**src/rtl/bcd_step_counter.sv**
```systemverilog
// rtl/bcd_step_counter.sv - debounced pushbutton driving a two-digit BCD up/down counter with switch load
// Optional auto-repeat while the button is held: define AUTOREPEAT_EN.
module bcd_step_counter #(
   parameter int unsigned DEB_CYCLES = 500000,
   parameter int unsigned RPT_DELAY  = 25000000,
   parameter int unsigned RPT_PERIOD = 10000000
) (
   input  logic       CLOCK_50,
   input  logic       RESET,
   input  logic       step_n,
   input  logic       up,
   input  logic       load,
   input  logic [7:0] load_val,
   output logic [3:0] tens,
   output logic [3:0] ones,
   output logic       wrap
);

   localparam int unsigned DW = (DEB_CYCLES > 2) ? $clog2(DEB_CYCLES) : 1;

   if (DEB_CYCLES < 2 || RPT_DELAY == 0 || RPT_PERIOD == 0) begin : g_param_check
      $error("bcd_step_counter: DEB_CYCLES must be >= 2 and repeat timings non-zero");
   end

   logic          s1;
   logic          s2;
   logic          deb;
   logic          deb_d;
   logic          pulse;
   logic          rpt_hit;
   logic [DW-1:0] deb_cnt;

   always_ff @(posedge CLOCK_50 or posedge RESET) begin
      if (RESET) begin
         s1 <= 1'b1;
         s2 <= 1'b1;
      end else begin
         s1 <= step_n;
         s2 <= s1;
      end
   end

   // deb only follows s2 after DEB_CYCLES consecutive disagreeing samples
   always_ff @(posedge CLOCK_50 or posedge RESET) begin
      if (RESET) begin
         deb     <= 1'b1;
         deb_d   <= 1'b1;
         deb_cnt <= '0;
         pulse   <= 1'b0;
      end else begin
         deb_d <= deb;
         pulse <= (deb_d & ~deb) | rpt_hit;
         if (s2 == deb) begin
            deb_cnt <= '0;
         end else if (deb_cnt == DW'(DEB_CYCLES - 1)) begin
            deb     <= s2;
            deb_cnt <= '0;
         end else begin
            deb_cnt <= deb_cnt + 1'b1;
         end
      end
   end

`ifdef AUTOREPEAT_EN
   localparam int unsigned RPT_MAX = (RPT_DELAY > RPT_PERIOD) ? RPT_DELAY : RPT_PERIOD;
   localparam int unsigned TW      = $clog2(RPT_MAX + 1);

   logic [TW-1:0] rpt_timer;
   logic          rpt_armed;

   // first repeat after RPT_DELAY held cycles, then every RPT_PERIOD
   always_comb begin
      rpt_hit = 1'b0;
      if (!deb && !load) begin
         rpt_hit = rpt_armed ? (rpt_timer == TW'(RPT_PERIOD)) : (rpt_timer == TW'(RPT_DELAY));
      end
   end

   always_ff @(posedge CLOCK_50 or posedge RESET) begin
      if (RESET) begin
         rpt_timer <= '0;
         rpt_armed <= 1'b0;
      end else if (deb || load) begin
         rpt_timer <= '0;
         rpt_armed <= 1'b0;
      end else if (rpt_hit) begin
         rpt_timer <= TW'(1);
         rpt_armed <= 1'b1;
      end else begin
         rpt_timer <= rpt_timer + 1'b1;
      end
   end
`else
   assign rpt_hit = 1'b0;
`endif

   function automatic logic [3:0] clamp9(input logic [3:0] d);
      return (d > 4'd9) ? 4'd9 : d;
   endfunction

   always_ff @(posedge CLOCK_50 or posedge RESET) begin
      if (RESET) begin
         tens <= 4'd0;
         ones <= 4'd0;
         wrap <= 1'b0;
      end else begin
         wrap <= 1'b0;
         if (load) begin
            tens <= clamp9(load_val[7:4]);
            ones <= clamp9(load_val[3:0]);
         end else if (pulse) begin
            if (up) begin
               if (ones != 4'd9) begin
                  ones <= ones + 4'd1;
               end else begin
                  ones <= 4'd0;
                  if (tens != 4'd9) begin
                     tens <= tens + 4'd1;
                  end else begin
                     tens <= 4'd0;
                     wrap <= 1'b1;
                  end
               end
            end else begin
               if (ones != 4'd0) begin
                  ones <= ones - 4'd1;
               end else begin
                  ones <= 4'd9;
                  if (tens != 4'd0) begin
                     tens <= tens - 4'd1;
                  end else begin
                     tens <= 4'd9;
                     wrap <= 1'b1;
                  end
               end
            end
         end
      end
   end

endmodule

```
**config.mk**
```make
export PLATFORM = sky130hd
export DESIGN_NAME = bcd_step_counter
export DESIGN_NICKNAME = d
export VERILOG_FILES = /design/src/rtl/bcd_step_counter.sv
export SDC_FILE = /design/constraint.sdc
export NUM_CORES = 1
export LEC_CHECK = 0
export CORE_AREA = 2 2 65 67
export CTS_CLUSTER_SIZE = 8
export DETAILED_ROUTE_END_ITERATION = 10
export DIE_AREA = 0 0 67 69
export PLACE_DENSITY = 0.79
export SKIP_CTS_REPAIR_TIMING = 1
export SYNTH_ARGS = -nofsm -noshare
export SYNTH_HDL_FRONTEND = slang
export SYNTH_SLANG_ARGS = --single-unit
```
**constraint.sdc**
```tcl
create_clock -name CLOCK_50 -period 2.1 [get_ports CLOCK_50]
set_input_delay 0.315 -clock CLOCK_50 [delete_from_list [all_inputs] [get_ports CLOCK_50]]
set_output_delay 0.315 -clock CLOCK_50 [all_outputs]
set_load 0.05 [all_outputs]
```
### Word level (Yosys, flattened, before mapping)

Cells that the tools add are included.

| word-level totals | value |
|---|---|
| memory bits (writable) | 0 |
| memories kept | 0 |
| word-level logic and storage cells | 53 |
| register bits after elaboration | 33 |
| output and inout port bits | 9 |
| bits in latches | 0 |
| ROM bits | 0 |

| operators by class | value |
|---|---|
| divide/modulo/power cells | 0 |
| $lt $le $gt $ge | 2 |
| multiplexer cells | 23 |
| multipliers | 0 |
| reductions and logical operators | 5 |
| eq/ne operators | 6 |
| bitwise logic cells | 3 |
| shift-type cells | 0 |
| add/subtract/negate cells | 5 |

Operators by type and width:

| operator | number |
|---|---|
| $mux 4 | 14 |
| $mux 19 | 2 |
| $add 19x1->19 const B | 1 |
| $eq 19x19->1 const B | 1 |
| $add 4x1->4 const B | 2 |
| $gt 4x4->1 const B | 2 |
| $ne 4x4->1 const B | 2 |
| $reduce_bool 4->1 | 2 |
| $sub 4x1->4 const B | 2 |
| $mux 1 | 7 |
| $ne 3x3->1 const B | 2 |
| $reduce_and 3->1 | 1 |
| $not 1->1 | 2 |
| $reduce_and 2->1 | 1 |
| $reduce_bool 2->1 | 1 |
| $and 1x1->1 | 1 |
| $eq 1x1->1 | 1 |

### Longest topological paths before layout

| logic depth | value |
|---|---|
| depth after elaboration | 6 |
| gate-level depth with buffers | 6 |
| mapped depth without buffers | 5 |

### Worst setup path after synthesis

OpenSTA, ideal clock, no wires.

| timing | value |
|---|---|
| path type | register to register |
| start | register deb_cnt[7] |
| end | register deb_cnt[14] |
| data arrival time | 1.905 ns |
| data required time | 1.981 ns |
| buffers on the path | 1 |
| stages on the path, launching flop included | 6 |
| setup time | 0.119 ns |
| path slack | 0.077 ns |
| cells stage by stage | dfrtp_1 -> or4b_1 -> or4_4 -> o21ai_4 -> buf_6 -> nor2_1 |

| between the ends | value |
|---|---|
| cells in the longest elaborated chain, start to end | 3 |

Ends and longest elaborated chain:

| item | line | source |
|---|---|---|
| from (decl) | 31 | `logic [DW-1:0] deb_cnt;` |
| from (signal assigned) | 59 | `deb_cnt <= deb_cnt + 1'b1;` |
| $add 19x1->19 / $eq 19x19->1 (equally long branches) | 59, 55 |  |
| $mux 19 (*) | 55 | `end else if (deb_cnt == DW'(DEB_CYCLES - 1)) begin` |
| $mux 19 (*) | 53 | `if (s2 == deb) begin` |

Every way passes the cells marked *; elsewhere a longest branch is shown, timed or not.
A chain may end at the register's enable or synchronous reset.

### Worst setup path after layout

| timing | value |
|---|---|
| start | register deb_cnt[6] |
| end | register deb |

| between the ends | value |
|---|---|
| cells in the longest elaborated chain, start to end | 2 |

Ends and longest elaborated chain:

| item | line | source |
|---|---|---|
| $eq 19x19->1 | 55 |  |
| $reduce_and 2->1 (no line) | - |  |
| to (signal assigned) | 46 | `deb <= 1'b1;` |
| to (signal assigned) | 56 | `deb <= s2;` |
| to (decl) | 27 | `logic deb;` |

Every way passes these cells.

==> impl_metrics.json <==
{
  "holdPathStages": 0,
  "max_slew_margin_pct": 66.48,
  "grt_pass1_vias": 1467,
  "worst_pin_slew_ps": 501.2,
  "worst_ep_required_time_ps": 2320,
  "dr.pass1.iters": 4,
  "drc_errors": 0,
  "ys_warn_count": 0,
  "leakage_uw": 0.0009263,
  "layout-drive-gt1-share_pct": 15.06,
  "hold_violations": 0,
  "viasPerCell": 5.433,
  "ios": 22,
  "gp_congestion": 0.8143,
  "period_share_pct": 96.28,
  "seq_area_frac_synth_pct": 44.00,
  "finalSetupViolations": 0,
  "dp_hpwl_um": 2840,
  "final_util_pct": 59.43,
  "dieWidth_um": 67,
  "cts_buffers": 5,
  "drtIter0Drc": 59,
  "die_y_um": 69,
  "synth_area_mm2": 0.001888,
  "cts_buffer_depth": 2,
  "synth_ff_type": "dfrtp_1",
  "finalPower_uw": 1489,
  "arrival_ps": 2240,
  "power.density_mw_per_mm2": 640.2,
  "wl_per_cell_um": 13.16,
  "synth.net_count": 217,
  "clkLatencyLatePin_ps": 290,
  "rsz0062_at_grt": "no",
  "synth.top_cell.area_share_pct": 38.44,
  "initial_core_util_pct": 48.24,
  "synthTopCellsByArea": "dfrtp_1, dfstp_2, xnor2_1, nor2_1, xor2_1",
  "critPathMaxStageDelay_ps": 540,
  "post-place-ws_ps": 67.57,
  "grt_pass1_wl_um": 6603,
  "grt_max_degree": 34,
  "path_cells": "or4b_1 > or4_4 > nor2_1 > mux2_2",
  "drv_cap": 0,
  "start_kind": "flip-flop",
  "slowest_stage": "or4_4",
  "ant_nets": 0,
  "n_antenna_cell": 0,
  "cts_root_buffer": "clkbuf_8",
  "globalRouteTotalUtil_pct": 18.31,
  "io_buffer_count": 21,
  "die_area_mm2": 0.004623,
  "synth_cells": 203,
  "hp-class": "flip-flop to flip-flop",
  "yosys_register_bits": 33,
  "avgSynthCellArea_um2": 9.301,
  "cts_tree": "built",
  "status": "complete, no violations",
  "ir_drop_mv": 0.4917,
  "ys_top_cells_by_count": "dfrtp_1, nor2_1, o21ai_0",
  "antenna_found_initial": 0,
  "h-tree-depth": 2,
  "crit_type": "flip-flop to flip-flop",
  "synth_top_area_cell": "dfrtp_1",
  "fmax_mhz": 494.6,
  "synth_edf_count": 0,
  "syn_to_final_growth_pct": 23.19,
  "setup-tns-final_ps": 0,
  "period_needed_ps": 2022,
  "core_area_mm2": 0.003914,
  "via_count": 1570,
  "finClkSkew_ps": 8.394,
  "totalWireLength_um": 3804,
  "cp-end-kind": "flip-flop",
  "worstPathMaxFanout": 5,
  "slew_violations": 0,
  "rr_worst_depth": 4,
  "clkTransAtPathRegs_ps": 70,
  "grt-ovfl-total": 0,
  "clock_sinks": 33,
  "yosysMostFrequentCell": "dfrtp_1",
  "async_reset_ff_share_pct": 100.0,
  "worst_slack_ps": 78.07,
  "rows": 23,
  "nNetsFinal": 252,
  "ys_types": 48
}
[per-layer routing]
layer,part of all wire [%],global-route usage (%),up-vias,routed length (um)
met3,4.5,4.894,4,173
li1,-,-,800,-
met5,0,0,-,0
met4,1.2,6.349,0,47
met1,49,26.11,733,1861
met2,45,26.62,33,1721
[cell type report]
type                            instances  area [um^2]
Inverter                                5        18.77
Fill cell                             357         1588
Timing Repair Buffer                   40        352.8
Sequential cell                        33        830.8
Clock buffer                            6        72.57
Tap cell                               50        62.56
Multi-Input combinational cell        153        978.4
Clock inverter                          2        10.01
[critical path: cells and delay by family (launching register included)]
kind | cells | cell delay (ps)
flops | 1 | 420
mux | 1 | 350
simple gates | 3 | 1180
[cell usage in the layout (no fill, tap or decap), types with 2 or more instances in the layout]
cell type        count
o21ai_0             12
dfrtp_1             29
mux2_2               2
nand3_1             10
nand4_1              6
inv_1                4
a21boi_0             3
nor2b_1              4
clkinv_2             2
o21bai_1             2
clkdlybuf4s50_1     21
or4_1                2
xnor2_1             10
o31ai_1              5
dfstp_2              4
or4b_1               2
a21oi_1              8
a31oi_1              2
and3_1               2
and4_1               2
and2_1               4
xor2_1               8
nand2_1             10
a22o_1               2
nor3_1               4
buf_4               19
or3_1                4
clkbuf_8             5
nor4_1               4
o2111ai_1            2
nor2_1              23
a32oi_1              2
nand2b_1             3
[stage by stage]
stage | hold slack [ps] | cells | instance area, um^2
after floorplan | 319.5 | 203 | 1888
after global placement | 345.5 | 281 | 2243
after detailed placement | 351.1 | 281 | 2243
after CTS | 354.7 | 289 | 2326
after global routing | 364.1 | 289 | 2326
final | 353.6 | 289 | 2326
[power breakdown]
part	switching, uW	internal, uW
registers	34.0	664
logic	193	146
clock network	223	229
[cells by family (layout without fill, tap and decap cells)]
logic type | count (synthesis) | count (layout) | synth area share (%)
and+or+nand+nor | 87 | 87 | 25.38
AOI/OAI and AO/OA | 44 | 44 | 15.71
DFF | 33 | 33 | 44.00
xor gates and xnor gates | 18 | 18 | 8.350
buffers and inverters | 17 | 53 | 4.174
muxes | 3 | 3 | 1.723
adders and majority gates | 1 | 1 | 0.6626
[flip-flops by register name, summed over array words and instances, names as in the netlist]
| register | flops |
|---|---|
| tens | 4 |
| s1 | 1 |
| deb_d | 1 |
| pulse | 1 |
| deb | 1 |
| deb_cnt | 19 |
| ones | 4 |
| s2 | 1 |
| wrap | 1 |
[path summary, 6_finish.rpt]
path	from	end	slack [ps]
worst min register to register	s1$_DFF_PP1_	s2$_DFF_PP1_	350
worst min-delay path	s1$_DFF_PP1_	s2$_DFF_PP1_	350
worst max-delay path	deb_cnt[6]$_DFF_PP0_	deb$_DFFE_PP1P_	80
min in group asynchronous	RESET	deb_cnt[17]$_DFF_PP0_	400
worst max register to register	deb_cnt[6]$_DFF_PP0_	deb$_DFFE_PP1P_	80
max in group asynchronous	RESET	s1$_DFF_PP1_	1370
(Power assumes the default switching activity.)
